File: src/rtl/mem_dcache_if.sv
// Request/response bus between the data-cache arbiter (master) and the
// memory-side responder (slave).
interface mem_dcache_if #(
  parameter int ADDR_W = 24,
  parameter int DATA_W = 16
);
  logic              mem_req;
  logic              mem_we;
  logic [ADDR_W-1:0] mem_addr;
  logic [DATA_W-1:0] mem_i_data;
  logic [1:0]        mem_sel;
  logic              mem_cache_enable;
  logic              mem_ack;
  logic [DATA_W-1:0] mem_o_data;
  logic              mem_exception;

  modport master (
    output mem_req, mem_we, mem_addr, mem_i_data, mem_sel, mem_cache_enable,
    input  mem_ack, mem_o_data, mem_exception
  );

  modport slave (
    input  mem_req, mem_we, mem_addr, mem_i_data, mem_sel, mem_cache_enable,
    output mem_ack, mem_o_data, mem_exception
  );
endinterface

File: src/rtl/mem_dcache_resp.sv
// Data scratchpad responder: one request at a time, fixed LATENCY, ack with
// read data or a one-cycle exception for out-of-range or write-protected hits.
//
//   state  | meaning
//   IDLE   | waiting for mem_req
//   BUSY   | request latched, counting down latency
//   RESP   | one-cycle ack/exception, write committed on this edge
module mem_dcache_resp #(
  parameter int ADDR_W  = 24,
  parameter int DATA_W  = 16,
  parameter int DEPTH   = 256,
  parameter int LATENCY = 2
) (
  input  logic         i_clk,
  input  logic         i_rst,
  mem_dcache_if.slave  bus,
  input  logic         i_wp,
  output logic         o_busy,
  output logic         o_overrun
);
  localparam int                IDX_W     = (DEPTH > 1) ? $clog2(DEPTH) : 1;
  localparam logic [ADDR_W-1:0] LAST_ADDR = ADDR_W'(DEPTH - 1);
  localparam logic [3:0]        CNT_INIT  = 4'(LATENCY - 1);

  typedef enum logic [1:0] {S_IDLE, S_BUSY, S_RESP} state_t;

  state_t            r_state, w_state_nxt;
  logic [3:0]        r_cnt, w_cnt_nxt;
  logic              r_we, r_err, r_overrun;
  logic [IDX_W-1:0]  r_idx;
  logic [DATA_W-1:0] r_wdata;
  logic [1:0]        r_sel;
  logic [DATA_W-1:0] r_mem [DEPTH];

  logic w_accept, w_err, w_resp_ok, w_wr_en;

  assign w_accept = (r_state == S_IDLE) && bus.mem_req;
  assign w_err    = (bus.mem_addr > LAST_ADDR) | (bus.mem_we & i_wp);

  always_ff @(posedge i_clk) begin
    if (i_rst) begin
      r_state <= S_IDLE;
      r_cnt   <= 4'd0;
    end else begin
      r_state <= w_state_nxt;
      r_cnt   <= w_cnt_nxt;
    end
  end

  always_comb begin
    w_state_nxt = r_state;
    w_cnt_nxt   = r_cnt;
    case (r_state)
      S_IDLE: begin
        if (bus.mem_req) begin
          w_cnt_nxt   = CNT_INIT;
          w_state_nxt = (LATENCY == 1) ? S_RESP : S_BUSY;
        end
      end
      S_BUSY: begin
        w_cnt_nxt = r_cnt - 4'd1;
        if (r_cnt <= 4'd1) w_state_nxt = S_RESP;
      end
      S_RESP:  w_state_nxt = S_IDLE;
      default: w_state_nxt = S_IDLE;
    endcase
  end

  // Requests outside IDLE are dropped; the latched request stays intact.
  always_ff @(posedge i_clk) begin
    if (i_rst) begin
      r_we      <= 1'b0;
      r_err     <= 1'b0;
      r_idx     <= '0;
      r_wdata   <= '0;
      r_sel     <= 2'b00;
      r_overrun <= 1'b0;
    end else begin
      if (w_accept) begin
        r_we    <= bus.mem_we;
        r_err   <= w_err;
        r_idx   <= bus.mem_addr[IDX_W-1:0];
        r_wdata <= bus.mem_i_data;
        r_sel   <= bus.mem_sel;
      end
      if (bus.mem_req && (r_state != S_IDLE)) r_overrun <= 1'b1;
    end
  end

  assign w_resp_ok = (r_state == S_RESP) && !r_err;
  assign w_wr_en   = w_resp_ok && r_we && !i_rst;

  always_ff @(posedge i_clk) begin
    if (w_wr_en) begin
      if (r_sel[0]) r_mem[r_idx][7:0]  <= r_wdata[7:0];
      if (r_sel[1]) r_mem[r_idx][15:8] <= r_wdata[15:8];
    end
  end

  assign bus.mem_ack       = w_resp_ok;
  assign bus.mem_exception = (r_state == S_RESP) && r_err;
  assign bus.mem_o_data    = (w_resp_ok && !r_we) ? r_mem[r_idx] : '0;
  assign o_busy            = (r_state != S_IDLE);
  assign o_overrun         = r_overrun;
endmodule

File: src/flat_wrapper.sv
// flat-port wrapper written by rule: the top's interface ports become plain ports
module mem_dcache_resp_flat 
#(
  parameter int ADDR_W  = 24,
  parameter int DATA_W  = 16,
  parameter int DEPTH   = 256,
  parameter int LATENCY = 2
)
  (i_clk, i_rst, i_wp, o_busy, o_overrun, bus_mem_req, bus_mem_we, bus_mem_addr, bus_mem_i_data, bus_mem_sel, bus_mem_cache_enable, bus_mem_ack, bus_mem_o_data, bus_mem_exception);
  mem_dcache_if #(.ADDR_W(ADDR_W), .DATA_W(DATA_W)) bus_i ();
  input  logic i_clk;
  input  logic i_rst;
  input  logic i_wp;
  output logic o_busy;
  output logic o_overrun;
  input wire logic [$bits(bus_i.mem_req)-1:0] bus_mem_req;
  input wire logic [$bits(bus_i.mem_we)-1:0] bus_mem_we;
  input wire logic [$bits(bus_i.mem_addr)-1:0] bus_mem_addr;
  input wire logic [$bits(bus_i.mem_i_data)-1:0] bus_mem_i_data;
  input wire logic [$bits(bus_i.mem_sel)-1:0] bus_mem_sel;
  input wire logic [$bits(bus_i.mem_cache_enable)-1:0] bus_mem_cache_enable;
  output wire logic [$bits(bus_i.mem_ack)-1:0] bus_mem_ack;
  output wire logic [$bits(bus_i.mem_o_data)-1:0] bus_mem_o_data;
  output wire logic [$bits(bus_i.mem_exception)-1:0] bus_mem_exception;
  assign bus_i.mem_req = bus_mem_req;
  assign bus_i.mem_we = bus_mem_we;
  assign bus_i.mem_addr = bus_mem_addr;
  assign bus_i.mem_i_data = bus_mem_i_data;
  assign bus_i.mem_sel = bus_mem_sel;
  assign bus_i.mem_cache_enable = bus_mem_cache_enable;
  assign bus_mem_ack = bus_i.mem_ack;
  assign bus_mem_o_data = bus_i.mem_o_data;
  assign bus_mem_exception = bus_i.mem_exception;
  mem_dcache_resp #(.ADDR_W(ADDR_W), .DATA_W(DATA_W), .DEPTH(DEPTH), .LATENCY(LATENCY)) u_core (.i_clk(i_clk), .i_rst(i_rst), .bus(bus_i), .i_wp(i_wp), .o_busy(o_busy), .o_overrun(o_overrun));
endmodule
File: config.mk
export PLATFORM = sky130hd
export DESIGN_NAME = mem_dcache_resp_flat
export DESIGN_NICKNAME = d
export VERILOG_FILES = /design/src/rtl/mem_dcache_if.sv /design/src/rtl/mem_dcache_resp.sv /design/src/flat_wrapper.sv
export SDC_FILE = /design/constraint.sdc
export NUM_CORES = 2
export LEC_CHECK = 0
export CAP_MARGIN = 20
export CORE_MARGIN = 10
export CORE_UTILIZATION = 30
export CTS_CLUSTER_DIAMETER = 60
export DETAILED_ROUTE_END_ITERATION = 7
export PLACE_DENSITY_LB_ADDON = 0.25
export SYNTH_ARGS = -nofsm -noshare
export SYNTH_HDL_FRONTEND = slang
export SYNTH_SLANG_ARGS = --single-unit
File: constraint.sdc
create_clock -name i_clk -period 7.65 [get_ports i_clk]
set_input_delay 1.53 -clock i_clk [delete_from_list [all_inputs] [get_ports i_clk]]
set_output_delay 1.53 -clock i_clk [all_outputs]
set_load 0.02 [all_outputs]
==> flow_metrics.tcl <==
set metrics [dict create \
    hold_path_startpoint "u_core.r_sel[0]$_SDFFE_PP0P_" \
    synth_seq_area_share 0.767 \
    placer_s_final_routability_congestion_estimate 0.798 \
    primary_ff_master_synth "edfxtp_1" \
    max_slew.worst_pin.slew_ns 1.45 \
    yosys_register_bits 4139 \
    port_buffers 66 \
    synthTopCellsByArea "edfxtp_1, mux4_2, mux2i_1, nor2_1, o221ai_1" \
    antenna_violations_before_repair 24 \
    pwr_density_cell_nw_per_um2 262 \
    number_of_unique_standard_cell_types_used_by_synthesis 75 \
    grt-ovfl-total 0 \
    worstReg2RegEnd "u_core.r_mem[127][7]$_DFFE_PP_" \
    max-vdd-ir-drop_mv 0.191 \
    finalSetupViolCount 0 \
    mappedNetlistArea_um2 161000 \
    path_max_fanout 17 \
    detail_route.first_pass.iterations 6 \
    wl_per_cell_um 29.4 \
    synth_fp_nets 7999 \
    maxClockFrequency_mhz 132 \
    overall_die_width_um 754 \
    max-cap-violations 0 \
    endpoint_required_time_on_the_critical_path_ns 6.12 \
    final_common_cell "edfxtp_1" \
    worst_setup_hold_path_clk_slew_ns 0.06 \
    layout-drive-gt1-share 0.202 \
    antenna_left 0 \
    whs_ns 0.456 \
    synthesis.instances 7949 \
    post_synth.cell_area_avg_um2 20.3 \
    r2r_cells 4 \
    drt_iter0_drc 8687 \
    report.final.hold_viol_count 0 \
    tritoncts "yes" \
    wire_length_of_the_first_global_routing_pass_um 647000 \
    finalWorstPathRequiredPeriod_ns 7.58 \
    min-delay-path-class "reg2reg" \
    critPathSlowestCell "nor4_1" \
    die_h_um 754 \
    vias_in_the_first_global_route 82900 \
    worst_ep_arrival_time_ns 6.05 \
    timing.setup.tns_ns 0 \
    initial_utilization 0.301 \
    number_of_enable_type_register_cells_in_the_synthesized_netlist 4096 \
    clockRootBuffer "clkbuf_16" \
    p_leak_nw 53.9 \
    timing.hold.worst_path_depth 2 \
    num_io_pins 68 \
    cts_made_buffers 426 \
    areaGrowthSynthToFinish_pct 14.1 \
    gr-usage-all-layers 0.157 \
    clk_latency_ns 1.02 \
    post-route-period-util 0.991 \
    cts_max_path_buffers 4 \
    postCtsSetupBuffers 0 \
    worst_setup_path_end_kind "output pin" \
    regToRegStartpoint "u_core.r_state[1]$_SDFFE_PP0P_" \
    status "complete, no violations" \
    final_nets 8292 \
    slew_headroom 0.0306 \
    rows 269 \
    path_delay_family "simple AND/OR/NAND/NOR gates" \
    post_layout_total_power_mw 48.3 \
    num_vias 81100 \
    grt_start_max_net_pins 181 \
    final_core_util 0.343 \
    cp-start-kind "register" \
    ys_async_sr_fraction 0 \
    crit_path_cell_trace "and3b_1, nand2_1, a211oi_1, nor4_1, nand3_1, o31ai_1, buf_4, clkdlybuf4s50_1" \
    detail_route.wirelength_um 464000 \
    timing.setup.critical_path_class "reg2out" \
    hpwl_um 288000 \
    yosysWarnings 0 \
    timing.final.max_slew_violations 0 \
    number_of_clock_sinks 4139 \
    vias_per_cell 5.14 \
    cp.buffers_inverters 2 \
    final.fill_count 50200 \
    yosysTopAreaCellShare 0.762 \
    r2r_setup_slack_ns 3.57 \
    worstHoldEndpoint "u_core.r_sel[0]$_SDFFE_PP0P_" \
    synth_top_cell_by_area "edfxtp_1" \
    clock-skew-final_ns 0.0602 \
    grt_setup_unrepaired "false" \
    route.detailed.drc 0 \
    cts-htree-levels 5 \
    coreArea_um2 536000 \
    floorplan.die_area_um2 568000 \
    max_stage_delay_ns 0.88 \
    layout.cells.most_common_list "edfxtp_1, mux4_2, nor2_1" \
]
state kept, by name, indices dropped and copies added, names as in the netlist, named ones only:
register	cells
u_core.r_mem	4096
u_core.r_wdata	16
u_core.r_idx	8
u_core.r_cnt	4
u_core.r_sel	2
u_core.r_state	2
u_core.o_overrun	1
u_core.r_err	1
u_core.r_we	1
synthesized netlist by cell type, drive strengths merged, types with 4 or more instances:
master      n
or4         7
nor3b       8
nand3     109
a211oi     42
nor4       51
nor2      584
a22oi      89
nor2b      13
o22a       17
buf       294
o22ai     150
nor3      167
o32ai       7
inv         6
nand4      39
a221oi     17
nand2     188
and2       13
and3b       4
mux2i     501
and3       12
a2bb2oi     8
o21ai      90
a311oi      9
mux2       15
and4       11
edfxtp   4096
a31oi      15
mux4      787
a2111oi    15
o221ai    156
o31ai      13
or4b        8
dfxtp      43
clkbuf    212
nor4b       9
a21oi     105
final cells by class:
type / instances / area, um2 / area share
Multi-Input combinational cell: 3294 / 34300 / 0.186
Tap cell: 7181 / 8980 / 0.0488
Sequential cell: 4139 / 124000 / 0.673
Clock inverter: 239 / 2160 / 0.0117
Inverter: 7 / 33.8 / 0.000183
Timing Repair Buffer: 374 / 3510 / 0.0190
Antenna cell: 11 / 27.5 / 0.000149
Clock buffer: 540 / 11300 / 0.0612
repair_timing:
| item | in CTS | in global routing |
|---|---|---|
| resized for setup | 2 | 0 |
| setup endpoints to repair | 2 | 0 |
| hold buffers | 0 | 0 |
| hold endpoints to repair | 0 | 0 |
layer usage:
metal	track usage	vias to the layer above	wire (um)
met1	0.212	43900	196000
met2	0.262	2895	225000
li1	-	33700	-
met3	0.0269	641	30400
met5	0	-	39
met4	0.0428	6	13200
through the flow:
step | cell area, um2 | cells | setup WS, ns
after floorplan | 161000 | 7949 | 3.40
after global placement | 171000 | 15000 | 0.895
after detailed placement | 171000 | 15000 | 0.962
after CTS | 184000 | 15800 | 0.00234
after global routing | 184000 | 15800 | 0.00569
final | 184000 | 15800 | 0.0681
logic make-up after synthesis:
family / after synthesis / synth area share
compound gates: 748 / 0.0329
flops: 4139 / 0.767
fa+ha+maj: 2 / 0.000155
mux: 1303 / 0.143
buf+inv: 516 / 0.0216
xor+xnor: 1 / 0.0000543
simple gates: 1240 / 0.0350
worst reg2reg max path, delay by kind of cell (launching register included):
family,cells,cell delay [ns]
flops,1,0.41
simple gates,4,3.25
report_power, final:
part           leakage [nW]  internal [mW]  switching [mW]
registers              37.1           25.1           0.142
logic                  10.2          0.949            1.94
clock network          6.57           11.4            8.80
total                  53.9           37.4            10.9
how the worst max path moves through the flow:
| stage | start | to | slack [ns] | cells past startpoint |
|---|---|---|---|---|
| 2_1_floorplan | u_core.r_wdata[0]$_SDFFE_PP0P_ | u_core.r_mem[0][0]$_DFFE_PP_ | 3.40 | 0 |
| 6_report | register | bus_mem_o_data[7] | 0.07 | 8 |
| 5_1_grt | register | bus_mem_o_data[7] | 0.006 | 8 |
| 4_1_cts | register | bus_mem_o_data[14] | 0.002 | 10 |
| 3_5_place_dp | register | bus_mem_o_data[14] | 0.96 | 10 |
| 3_3_place_gp | register | bus_mem_o_data[14] | 0.90 | 10 |
(Power assumes the default switching activity.)
